$ cat src/rtl/control_fsm_pkg.sv
// Shared definitions for the 16-bit RISC multi-cycle controller.
// Latency: n/a (types, constants and pure functions only).
// Backpressure: n/a.
//
// Holds the state encodings, instruction field codes, control-line codes and
// the two pure functions (next state, per-state control word) used by the top.
package control_fsm_pkg;

   typedef enum logic [2:0] {
      S_WAIT      = 3'd0,
      S_DECODE    = 3'd1,
      S_WRITE_IMM = 3'd2,
      S_GET_A     = 3'd3,
      S_GET_B     = 3'd4,
      S_ALU       = 3'd5,
      S_WRITE_REG = 3'd6
   } state_t;

   // Instruction classes produced by the decoder
   typedef enum logic [2:0] {
      CLS_ILLEGAL = 3'd0,
      CLS_MOV_IMM = 3'd1,
      CLS_MOV_REG = 3'd2,
      CLS_ADD     = 3'd3,
      CLS_CMP     = 3'd4,
      CLS_AND     = 3'd5,
      CLS_MVN     = 3'd6
   } iclass_t;

   localparam logic [2:0] OPC_MOV    = 3'b110;
   localparam logic [2:0] OPC_ALU    = 3'b101;

   localparam logic [1:0] OP_MOV_REG = 2'b00;
   localparam logic [1:0] OP_MOV_IMM = 2'b10;
   localparam logic [1:0] OP_ADD     = 2'b00;
   localparam logic [1:0] OP_CMP     = 2'b01;
   localparam logic [1:0] OP_AND     = 2'b10;
   localparam logic [1:0] OP_MVN     = 2'b11;

   localparam logic [1:0] ALU_ADD    = 2'b00;
   localparam logic [1:0] ALU_SUB    = 2'b01;
   localparam logic [1:0] ALU_AND    = 2'b10;
   localparam logic [1:0] ALU_NOTB   = 2'b11;

   localparam logic [2:0] NSEL_NONE  = 3'b000;
   localparam logic [2:0] NSEL_RM    = 3'b001;
   localparam logic [2:0] NSEL_RD    = 3'b010;
   localparam logic [2:0] NSEL_RN    = 3'b100;

   localparam logic [1:0] VSEL_C     = 2'b00;
   localparam logic [1:0] VSEL_IMM   = 2'b01;

   // Every control line driven towards the datapath, registered as one word
   typedef struct packed {
      logic       w;
      logic       err;
      logic [2:0] nsel;
      logic [1:0] vsel;
      logic       write;
      logic       loada;
      logic       loadb;
      logic       asel;
      logic       bsel;
      logic       loadc;
      logic       loads;
      logic [1:0] shift;
      logic [1:0] alu_op;
   } ctrl_t;

   function automatic state_t next_state(input state_t st, input logic s,
                                         input iclass_t cls);
      state_t nxt;
      nxt = S_WAIT;
      case (st)
         S_WAIT:   nxt = s ? S_DECODE : S_WAIT;
         S_DECODE: begin
            case (cls)
               CLS_MOV_IMM:                   nxt = S_WRITE_IMM;
               CLS_MOV_REG, CLS_MVN:          nxt = S_GET_B;
               CLS_ADD, CLS_CMP, CLS_AND:     nxt = S_GET_A;
               default:                       nxt = S_WAIT;
            endcase
         end
         S_GET_A:  nxt = S_GET_B;
         S_GET_B:  nxt = S_ALU;
         // CMP only updates status, so it skips the register write-back
         S_ALU:    nxt = (cls == CLS_CMP) ? S_WAIT : S_WRITE_REG;
         default:  nxt = S_WAIT;   // WRITE_IMM, WRITE_REG and unused codes
      endcase
      return nxt;
   endfunction

   // Control word for a given state; IR-derived inputs only matter in DECODE/ALU
   function automatic ctrl_t ctrl_for(input state_t st, input iclass_t cls,
                                      input logic legal, input logic [1:0] sh);
      ctrl_t c;
      c = '0;
      case (st)
         S_WAIT:      c.w   = 1'b1;
         S_DECODE:    c.err = ~legal;
         S_WRITE_IMM: begin
            c.nsel  = NSEL_RN;
            c.vsel  = VSEL_IMM;
            c.write = 1'b1;
         end
         S_GET_A: begin
            c.nsel  = NSEL_RN;
            c.loada = 1'b1;
         end
         S_GET_B: begin
            c.nsel  = NSEL_RM;
            c.loadb = 1'b1;
         end
         S_ALU: begin
            c.shift = sh;
            c.bsel  = 1'b0;
            case (cls)
               CLS_ADD: begin c.asel = 1'b1; c.alu_op = ALU_ADD;  c.loadc = 1'b1; end
               CLS_AND: begin c.asel = 1'b1; c.alu_op = ALU_AND;  c.loadc = 1'b1; end
               CLS_CMP: begin c.asel = 1'b1; c.alu_op = ALU_SUB;  c.loads = 1'b1; end
               CLS_MVN: begin c.asel = 1'b0; c.alu_op = ALU_NOTB; c.loadc = 1'b1; end
               // MOV reg passes shifted B through 0 + B
               default: begin c.asel = 1'b0; c.alu_op = ALU_ADD;  c.loadc = 1'b1; end
            endcase
         end
         S_WRITE_REG: begin
            c.nsel  = NSEL_RD;
            c.vsel  = VSEL_C;
            c.write = 1'b1;
         end
         default: c = '0;
      endcase
      return c;
   endfunction

endpackage

$ cat src/rtl/control_fsm_instr_decode.sv
// Instruction classifier: opcode/op -> class, legality, shift field.
// Latency: combinational.
// Backpressure: none.
//
// Ports: opcode[2:0], op[1:0], sh[1:0] in; cls, legal, shift_field out.
module instr_decode
   import control_fsm_pkg::*;
(
   input  logic [2:0] opcode,
   input  logic [1:0] op,
   input  logic [1:0] sh,
   output iclass_t    cls,
   output logic       legal,
   output logic [1:0] shift_field
);

   always_comb begin
      cls         = CLS_ILLEGAL;
      shift_field = sh;
      if (opcode == OPC_MOV) begin
         if (op == OP_MOV_IMM)      cls = CLS_MOV_IMM;
         else if (op == OP_MOV_REG) cls = CLS_MOV_REG;
      end else if (opcode == OPC_ALU) begin
         case (op)
            OP_ADD:  cls = CLS_ADD;
            OP_CMP:  cls = CLS_CMP;
            OP_AND:  cls = CLS_AND;
            default: cls = CLS_MVN;
         endcase
      end
      legal = (cls != CLS_ILLEGAL);
   end

endmodule

$ cat src/rtl/control_fsm.sv
// Multi-cycle controller sequencing register file and ALU stage of the RISC datapath.
// Latency: DECODE one cycle after s is accepted; w returns 2..6 cycles later by class.
// Backpressure: s only sampled in WAIT (w=1); held-high s chains instructions back to back.
//
// Ports: clk, reset (sync, active high), s, instruction[15:0] in;
//        w, err, nsel[2:0], vsel[1:0], write, loada, loadb, asel, bsel,
//        loadc, loads, shift[1:0], ALUop[1:0] out (all registered).
module control_fsm
   import control_fsm_pkg::*;
#(
   parameter int width      = 16,
   parameter int nsel_width = 3
) (
   input  logic                  clk,
   input  logic                  reset,
   input  logic                  s,
   input  logic [width-1:0]      instruction,
   output logic                  w,
   output logic                  err,
   output logic [nsel_width-1:0] nsel,
   output logic [1:0]            vsel,
   output logic                  write,
   output logic                  loada,
   output logic                  loadb,
   output logic                  asel,
   output logic                  bsel,
   output logic                  loadc,
   output logic                  loads,
   output logic [1:0]            shift,
   output logic [1:0]            ALUop
);

   state_t           state;
   logic [width-1:0] ir;
   logic [width-1:0] ir_d;
   iclass_t          cls;
   logic             legal;
   logic [1:0]       sh;
   ctrl_t            ctrl;
   logic             unused_ir_bits;

   // IR only changes on the accepting edge; decoding the would-be IR lets the
   // control word be registered for the state being entered, so outputs are
   // pure flop outputs with no path from s/instruction.
   assign ir_d = (state == S_WAIT && s) ? instruction : ir;

   // Register numbers and imm8 are consumed by the datapath, not here
   assign unused_ir_bits = ^{ir_d[10:5], ir_d[2:0]};

   instr_decode u_instr_decode (
      .opcode      (ir_d[15:13]),
      .op          (ir_d[12:11]),
      .sh          (ir_d[4:3]),
      .cls         (cls),
      .legal       (legal),
      .shift_field (sh)
   );

   always_ff @(posedge clk) begin
      if (reset) begin
         state <= S_WAIT;
         ir    <= '0;
         ctrl  <= ctrl_for(S_WAIT, CLS_ILLEGAL, 1'b1, 2'b00);
      end else begin
         state <= next_state(state, s, cls);
         ir    <= ir_d;
         ctrl  <= ctrl_for(next_state(state, s, cls), cls, legal, sh);
      end
   end

   assign w     = ctrl.w;
   assign err   = ctrl.err;
   assign nsel  = ctrl.nsel;
   assign vsel  = ctrl.vsel;
   assign write = ctrl.write;
   assign loada = ctrl.loada;
   assign loadb = ctrl.loadb;
   assign asel  = ctrl.asel;
   assign bsel  = ctrl.bsel;
   assign loadc = ctrl.loadc;
   assign loads = ctrl.loads;
   assign shift = ctrl.shift;
   assign ALUop = ctrl.alu_op;

endmodule

$ cat config.mk
export PLATFORM = sky130hd
export DESIGN_NAME = control_fsm
export DESIGN_NICKNAME = d
export VERILOG_FILES = /design/src/rtl/control_fsm_pkg.sv /design/src/rtl/control_fsm_instr_decode.sv /design/src/rtl/control_fsm.sv
export SDC_FILE = /design/constraint.sdc
export NUM_CORES = 1
export LEC_CHECK = 0
export CAP_MARGIN = 25
export CORE_UTILIZATION = 25
export CTS_BUF_LIST = sky130_fd_sc_hd__clkbuf_4 sky130_fd_sc_hd__clkbuf_8 sky130_fd_sc_hd__clkbuf_16
export CTS_CLUSTER_SIZE = 14
export DETAILED_ROUTE_END_ITERATION = 16
export HOLD_SLACK_MARGIN = 0.15
export SETUP_SLACK_MARGIN = 0.1
export SLEW_MARGIN = 20
export SYNTH_ARGS = -nofsm -noshare
export SYNTH_HDL_FRONTEND = slang
export SYNTH_SLANG_ARGS = --single-unit
export TNS_END_PERCENT = 30
$ cat constraint.sdc
create_clock -name clk -period 5.5 [get_ports clk]
set_input_delay 1.1 -clock clk [delete_from_list [all_inputs] [get_ports clk]]
set_output_delay 1.1 -clock clk [all_outputs]
set_load 0.01 [all_outputs]
* Yosys cells after proc, flatten, opt, wreduce, memory -nomap -nowiden *
Cells that the tools add are included.

storage, ports and cells
  flip-flop bits (word level) = 37
  input bits = 19

operators by class
  bitwise operators = 3
  equality and inequality tests = 20
  reduce and logical (&&, ||, !) cells = 10
  mux-type cells = 20

operators by type and width
  cell                  count
  $eq A3 B3 Y1 const B  10
  $pmux W3 S3           3
  $mux W16              1
  $eq A3 B2 Y1 const B  5
  $mux W3               5
  $pmux W3 S5           1
  $eq A3 B1 Y1 const B  3
  $reduce_or A2 Y1      4
  $mux W1               7
  $logic_not A3 Y1      2
  $pmux W2 S3           1
  $pmux W2 S2           1
  $not A1 Y1            3
  $reduce_bool A3 Y1    1
  $reduce_or A3 Y1      1
  $eq A2 B1 Y1 const B  1
  $eq A2 B2 Y1 const B  1
  $logic_not A2 Y1      1
  $mux W2               1
  $logic_and A1 B1 Y1   1

* Longest topological paths before layout *
  word-level depth = 15
  gate-level depth with buffers = 11
  gate-level depth less buffers = 10

* Cells and area by module *
From an unflattened synthesis, not the netlist that was laid out.

unflattened totals
  cells, all modules = 114
  area, all modules = 1138.6 sq um

modules (own cells, without submodules)
  module        area each (sq um)  times used  cells each
  control_fsm   998.5              1           94
  instr_decode  140.1              1           20

* Worst setup path after synthesis *
OpenSTA, ideal clock, no wires.

  path kind = input to register
  from = input s
  to = register ctrl, in the netlist ALUop[1]
  library setup time = 0.074 ns
  stages on the path = 11
  setup slack = 1.893 ns
  data arrival time = 3.533 ns
  data required time = 5.426 ns
  path buffers = 1
  path through = nor4b_4 -> mux2i_1 -> inv_1 -> ha_1 -> and3b_1 -> a21oi_1 -> nor3b_2 -> o41ai_1 -> or4_1 -> buf_2 -> nor3_2

between the ends
  longest elaborated chain between the ends = 14
  elaborated cells between the ends (all ways) = 29
  those cells by class = eq/ne: 11; mux: 12; bitwise: 1; reduce/logical: 5

RTL lines
  element                                                                RTL line                                                              source
  start: declaration                                                     control_fsm.sv:16                                                     input logic s,
  $logic_and A1 B1 Y1 (*)                                                control_fsm.sv:45                                                     assign ir_d = (state == S_WAIT && s) ? instruction : ir;
  $mux W16 (*)                                                           control_fsm.sv:45
  via ir_d[12]                                                           control_fsm.sv:35                                                     logic [width-1:0] ir_d;
  $eq A2 B2 Y1 (tied with other cells)                                   control_fsm_instr_decode.sv:21, control_fsm_instr_decode.sv:24
  $pmux W3 S3 or $mux W2 (tied branches)                                 control_fsm_instr_decode.sv:24, control_fsm_instr_decode.sv:22
  $mux W3, on equally long branches                                      control_fsm_instr_decode.sv:23, control_fsm_instr_decode.sv:21
  $mux W3 (*)                                                            control_fsm_instr_decode.sv:20                                        if (opcode == OPC_MOV) begin
  $eq A3 B3 Y1 (tied with other cells)                                   control_fsm_pkg.sv:77, control_fsm_pkg.sv:87, control_fsm_pkg.sv:117
  $reduce_or A3 Y1 (no source line) or $reduce_or A2 Y1 (tied branches)  n/a
  $pmux W3 S3                                                            control_fsm_pkg.sv:77                                                 case (cls)
  $pmux W3 S5                                                            control_fsm_pkg.sv:74                                                 case (st)
  $mux W3                                                                control_fsm.sv:60                                                     if (reset) begin
  $eq A3 B3 Y1                                                           control_fsm_pkg.sv:98                                                 case (st)
  $not A1 Y1 (no source line)                                            n/a
  $reduce_or A2 Y1 (no source line)                                      n/a
  end signal: assignment                                                 control_fsm.sv:63                                                     ctrl <= ctrl_for(S_WAIT, CLS_ILLEGAL, 1'b1, 2'b00);
  end signal: assignment                                                 control_fsm.sv:67                                                     ctrl <= ctrl_for(next_state(state, s, cls), cls, legal, sh);
  end: declaration                                                       control_fsm.sv:39                                                     ctrl_t ctrl;

The timed path passes the listed nets; every way through them passes the cells marked *. The select of a mux whose other input is x is not followed.
A chain may end at the register's enable or synchronous reset.

* Worst setup path after layout *
  from = input s
  to = register ctrl, in the netlist err

between the ends
  longest elaborated chain between the ends = 14
  elaborated cells between the ends (all ways) = 30
  those cells by class = eq/ne: 11; mux: 11; bitwise: 2; reduce/logical: 6

RTL lines
  element                                                                RTL line
  $logic_and A1 B1 Y1 (*)                                                control_fsm.sv:45
  $mux W16 (*)                                                           control_fsm.sv:45
  via ir_d[12]                                                           control_fsm.sv:35
  $eq A2 B2 Y1 (tied with other cells)                                   control_fsm_instr_decode.sv:21, control_fsm_instr_decode.sv:24
  $pmux W3 S3 or $mux W2 (tied branches)                                 control_fsm_instr_decode.sv:24, control_fsm_instr_decode.sv:22
  $mux W3, on equally long branches                                      control_fsm_instr_decode.sv:23, control_fsm_instr_decode.sv:21
  $mux W3 (*)                                                            control_fsm_instr_decode.sv:20
  $eq A3 B3 Y1 (tied with other cells)                                   control_fsm_pkg.sv:77, control_fsm_pkg.sv:87
  $reduce_or A3 Y1 (no source line) or $reduce_or A2 Y1 (tied branches)  n/a
  $pmux W3 S3                                                            control_fsm_pkg.sv:77
  $pmux W3 S5                                                            control_fsm_pkg.sv:74
  $mux W3                                                                control_fsm.sv:60
  $eq A3 B1 Y1                                                           control_fsm_pkg.sv:98
  $not A1 Y1 (no source line)                                            n/a
  $reduce_or A2 Y1 (no source line)                                      n/a

Marked as above.

==> out/metrics.cfg <==
[sta]
fin_skew_ns=0.00480
tightestPinTransition_ns=0.557
layout_min_cycle_time_ns=4.29
setup_viol=0
drv_slew=0
fmax_mhz=233
min_period_over_period=0.780
rsz0062_at_grt=false
setup_ws_ns=1.21
setup_tns_ns=0
maxSlewHeadroom=0.627
hold_violations=0

[synth]
synth-adder-area-share=0.0324
synth_area_leaders=dfxtp_1 (45%), nor2_1 (6.5%), mux2i_1 (4.3%)
yosysSeqAreaShare=0.449
synth_top_area_share=0.449
synth-simple-area-share=0.284
synth_top_family_by_area=simple AND/OR/NAND/NOR gates
syn_area_um2=1160
synth_top_flop_cell=dfxtp_1
ys_warn_count=0
synth_compound_gate_area_share=0.132
muxShareOfSynthArea=0.0432
synth-xor-area-share=0.00756
synth_edf_count=0
yosys_register_bits=26
syn_inst=124
async_reset_ff_frac=0
ys_types=43
synth_top_area_cell=dfxtp_1
avgSynthCellArea_um2=9.34

[worst_hold_path]
hold_class=flop to flop

[detailed_routing]
postRouteAntennaNets=0
wire_per_inst_um=12.1
firstDrtPassIters=4
drc=0
via_per_inst=4.73
num_vias=942
drt_wl_total_um=2410
drt-initial-drc-count=54

[power_and_ir_drop]
power_frac_seq=0.527
comb_power_share=0.138
clockPowerShare=0.335
p_sw_uw=93.2
power.density_nw_per_um2=250
total_leakage_power_nw=0.552
ir_worst_vdd_mv=0.0834
cellInternalPower_uw=281
switching_share=0.249

[place]
pre_cts_slack_ns=0.911
dp.cells=195
io_buffer_count=25
place_congestion=0.883
dp_hpwl_um=1790

[clock_tree]
cts_setup_buffers=0
clock-sinks=26
clk_pin_slew_worst_paths_ns=0.09
cts_root_buf=clkbuf_8
cts_buffer_depth=2
cts_resized=0
clk_latency_ns=0.28
cts_tree=yes
hold_buffers=0
htreeDepth=1
cts_inserted_buffers=3

[die]
pin_count=37
initial_core_util=0.262
die_h_um=70.1
die_area_um2=4910
core_um2=4410
die_x_um=70.1
num_rows=24

[worst_setup_path]
cp_slowest_cell=clkdlybuf4s50_1
slowest_delay_ns=0.50
rrSetupSlack_ns=1.94
worstPathCellList=clkdlybuf4s50_1, nor4b_4, mux2i_1, inv_1, ha_1, and3b_1, a21oi_1, o22ai_1, a31oi_1, o31ai_2, and4_1
arrival_ns=4.51
crit_buf_inv=2
end_kind=flop
critPathKind=primary input to flop
critPathTopFamily=compound AO/OA/AOI/OAI gates
crit_required_ns=5.72
path_max_fanout=8
critPathLaunchType=primary input

[cells_and_area]
drive_above_1_share=0.0816
syn_to_final_growth_pct=29.0
final_cell_mix=dfxtp_1 (26), clkdlybuf4s50_1 (25), nor2_1 (20)
instances_no_fill=199
num_antenna_cells=0
final_common_cell=dfxtp_1
num-fill-cells=438
nets=170

[global_routing]
grt_pass1_vias=865
grt_util_all_layers=0.101
grt_max_degree=15
antenna_found_initial=0
gr-total-overflow=0
grt_pass1_wl_um=3880

[run_status]
status=completed

[job]
maxCapViolations=0

==> stage by stage <==
stage	util	hold WS, ns	power, mW	instance area, µm²
finish	0.339	0.486	0.374	1500
global route	0.339	0.538	0.393	1500
CTS	0.339	0.490	0.377	1500
detailed placement	0.326	0.476	0.253	1440
global placement	0.326	0.471	0.252	1440
floorplan	-	0.453	0.236	1160
==> path summary, 6_finish.rpt <==
kind | startpoint | endpoint | depth (start not counted)
hold / removal | ir[13] | ir[13] | 2
setup reg to reg | state[2] | err | 10
hold reg to reg | ir[13] | ir[13] | 2
setup / recovery | s | err | 11
==> layout make-up <==
cell class                      instances  area [µm²]  area share
Multi-Input combinational cell         87         586       0.392
Clock buffer                            4        55.1      0.0368
Tap cell                               52        65.1      0.0435
Inverter                                5        18.8      0.0126
Timing Repair Buffer                   25         250       0.167
Sequential cell                        26         520       0.348
==> sequential cells by signal (all words and copies together) (netlist names) <==
name and cells:
loads 1, w 1, loadc 1, nsel 3, asel 1, ALUop 2, loada 1, state 3
err 1, ir 7, vsel 1, shift 2, loadb 1, write 1
==> tightest hold or removal path, cell delays in order (launching register included) <==
cell and delay, ns:
dfxtp_1 0.34, nand2_1 0.06, a21oi_1 0.05
==> logic make-up (layout without fill, tap and decap cells) <==
group | Yosys count | in the layout
compound gates | 22 | 22
xor+xnor | 1 | 1
fa+ha+maj | 3 | 3
buf+inv | 12 | 34
flops | 26 | 26
mux | 5 | 5
other cells | 1 | 2
simple gates | 54 | 54
==> power by group through the flow <==
stage                     sequential [mW]  combinational, mW  clock, mW
final                               0.197             0.0518      0.125
after global routing                0.198             0.0564      0.139
after CTS                           0.197             0.0516      0.128
after detailed placement            0.201             0.0513          0
after global placement              0.201             0.0506          0
after floorplan                     0.201             0.0347          0
==> synthesized netlist by cell type, types with 3 or more instances <==
cell type and number:
a21oi_1 7, a22oi_1 3, buf_2 3, dfxtp_1 26, ha_1 3, inv_1 5, mux2i_1 5, nand2_1 6
nor2_1 20, nor2b_1 3
==> per-layer routing <==
metal	vias up	wire length (µm)	GRT usage
li1	480	-	-
met1	415	989	0.112
met2	40	1230	0.176
met3	7	119	0.0144
met4	0	75	0.0689
met5	-	0	0
No activity file was read; power rests on OpenSTA's default activity.
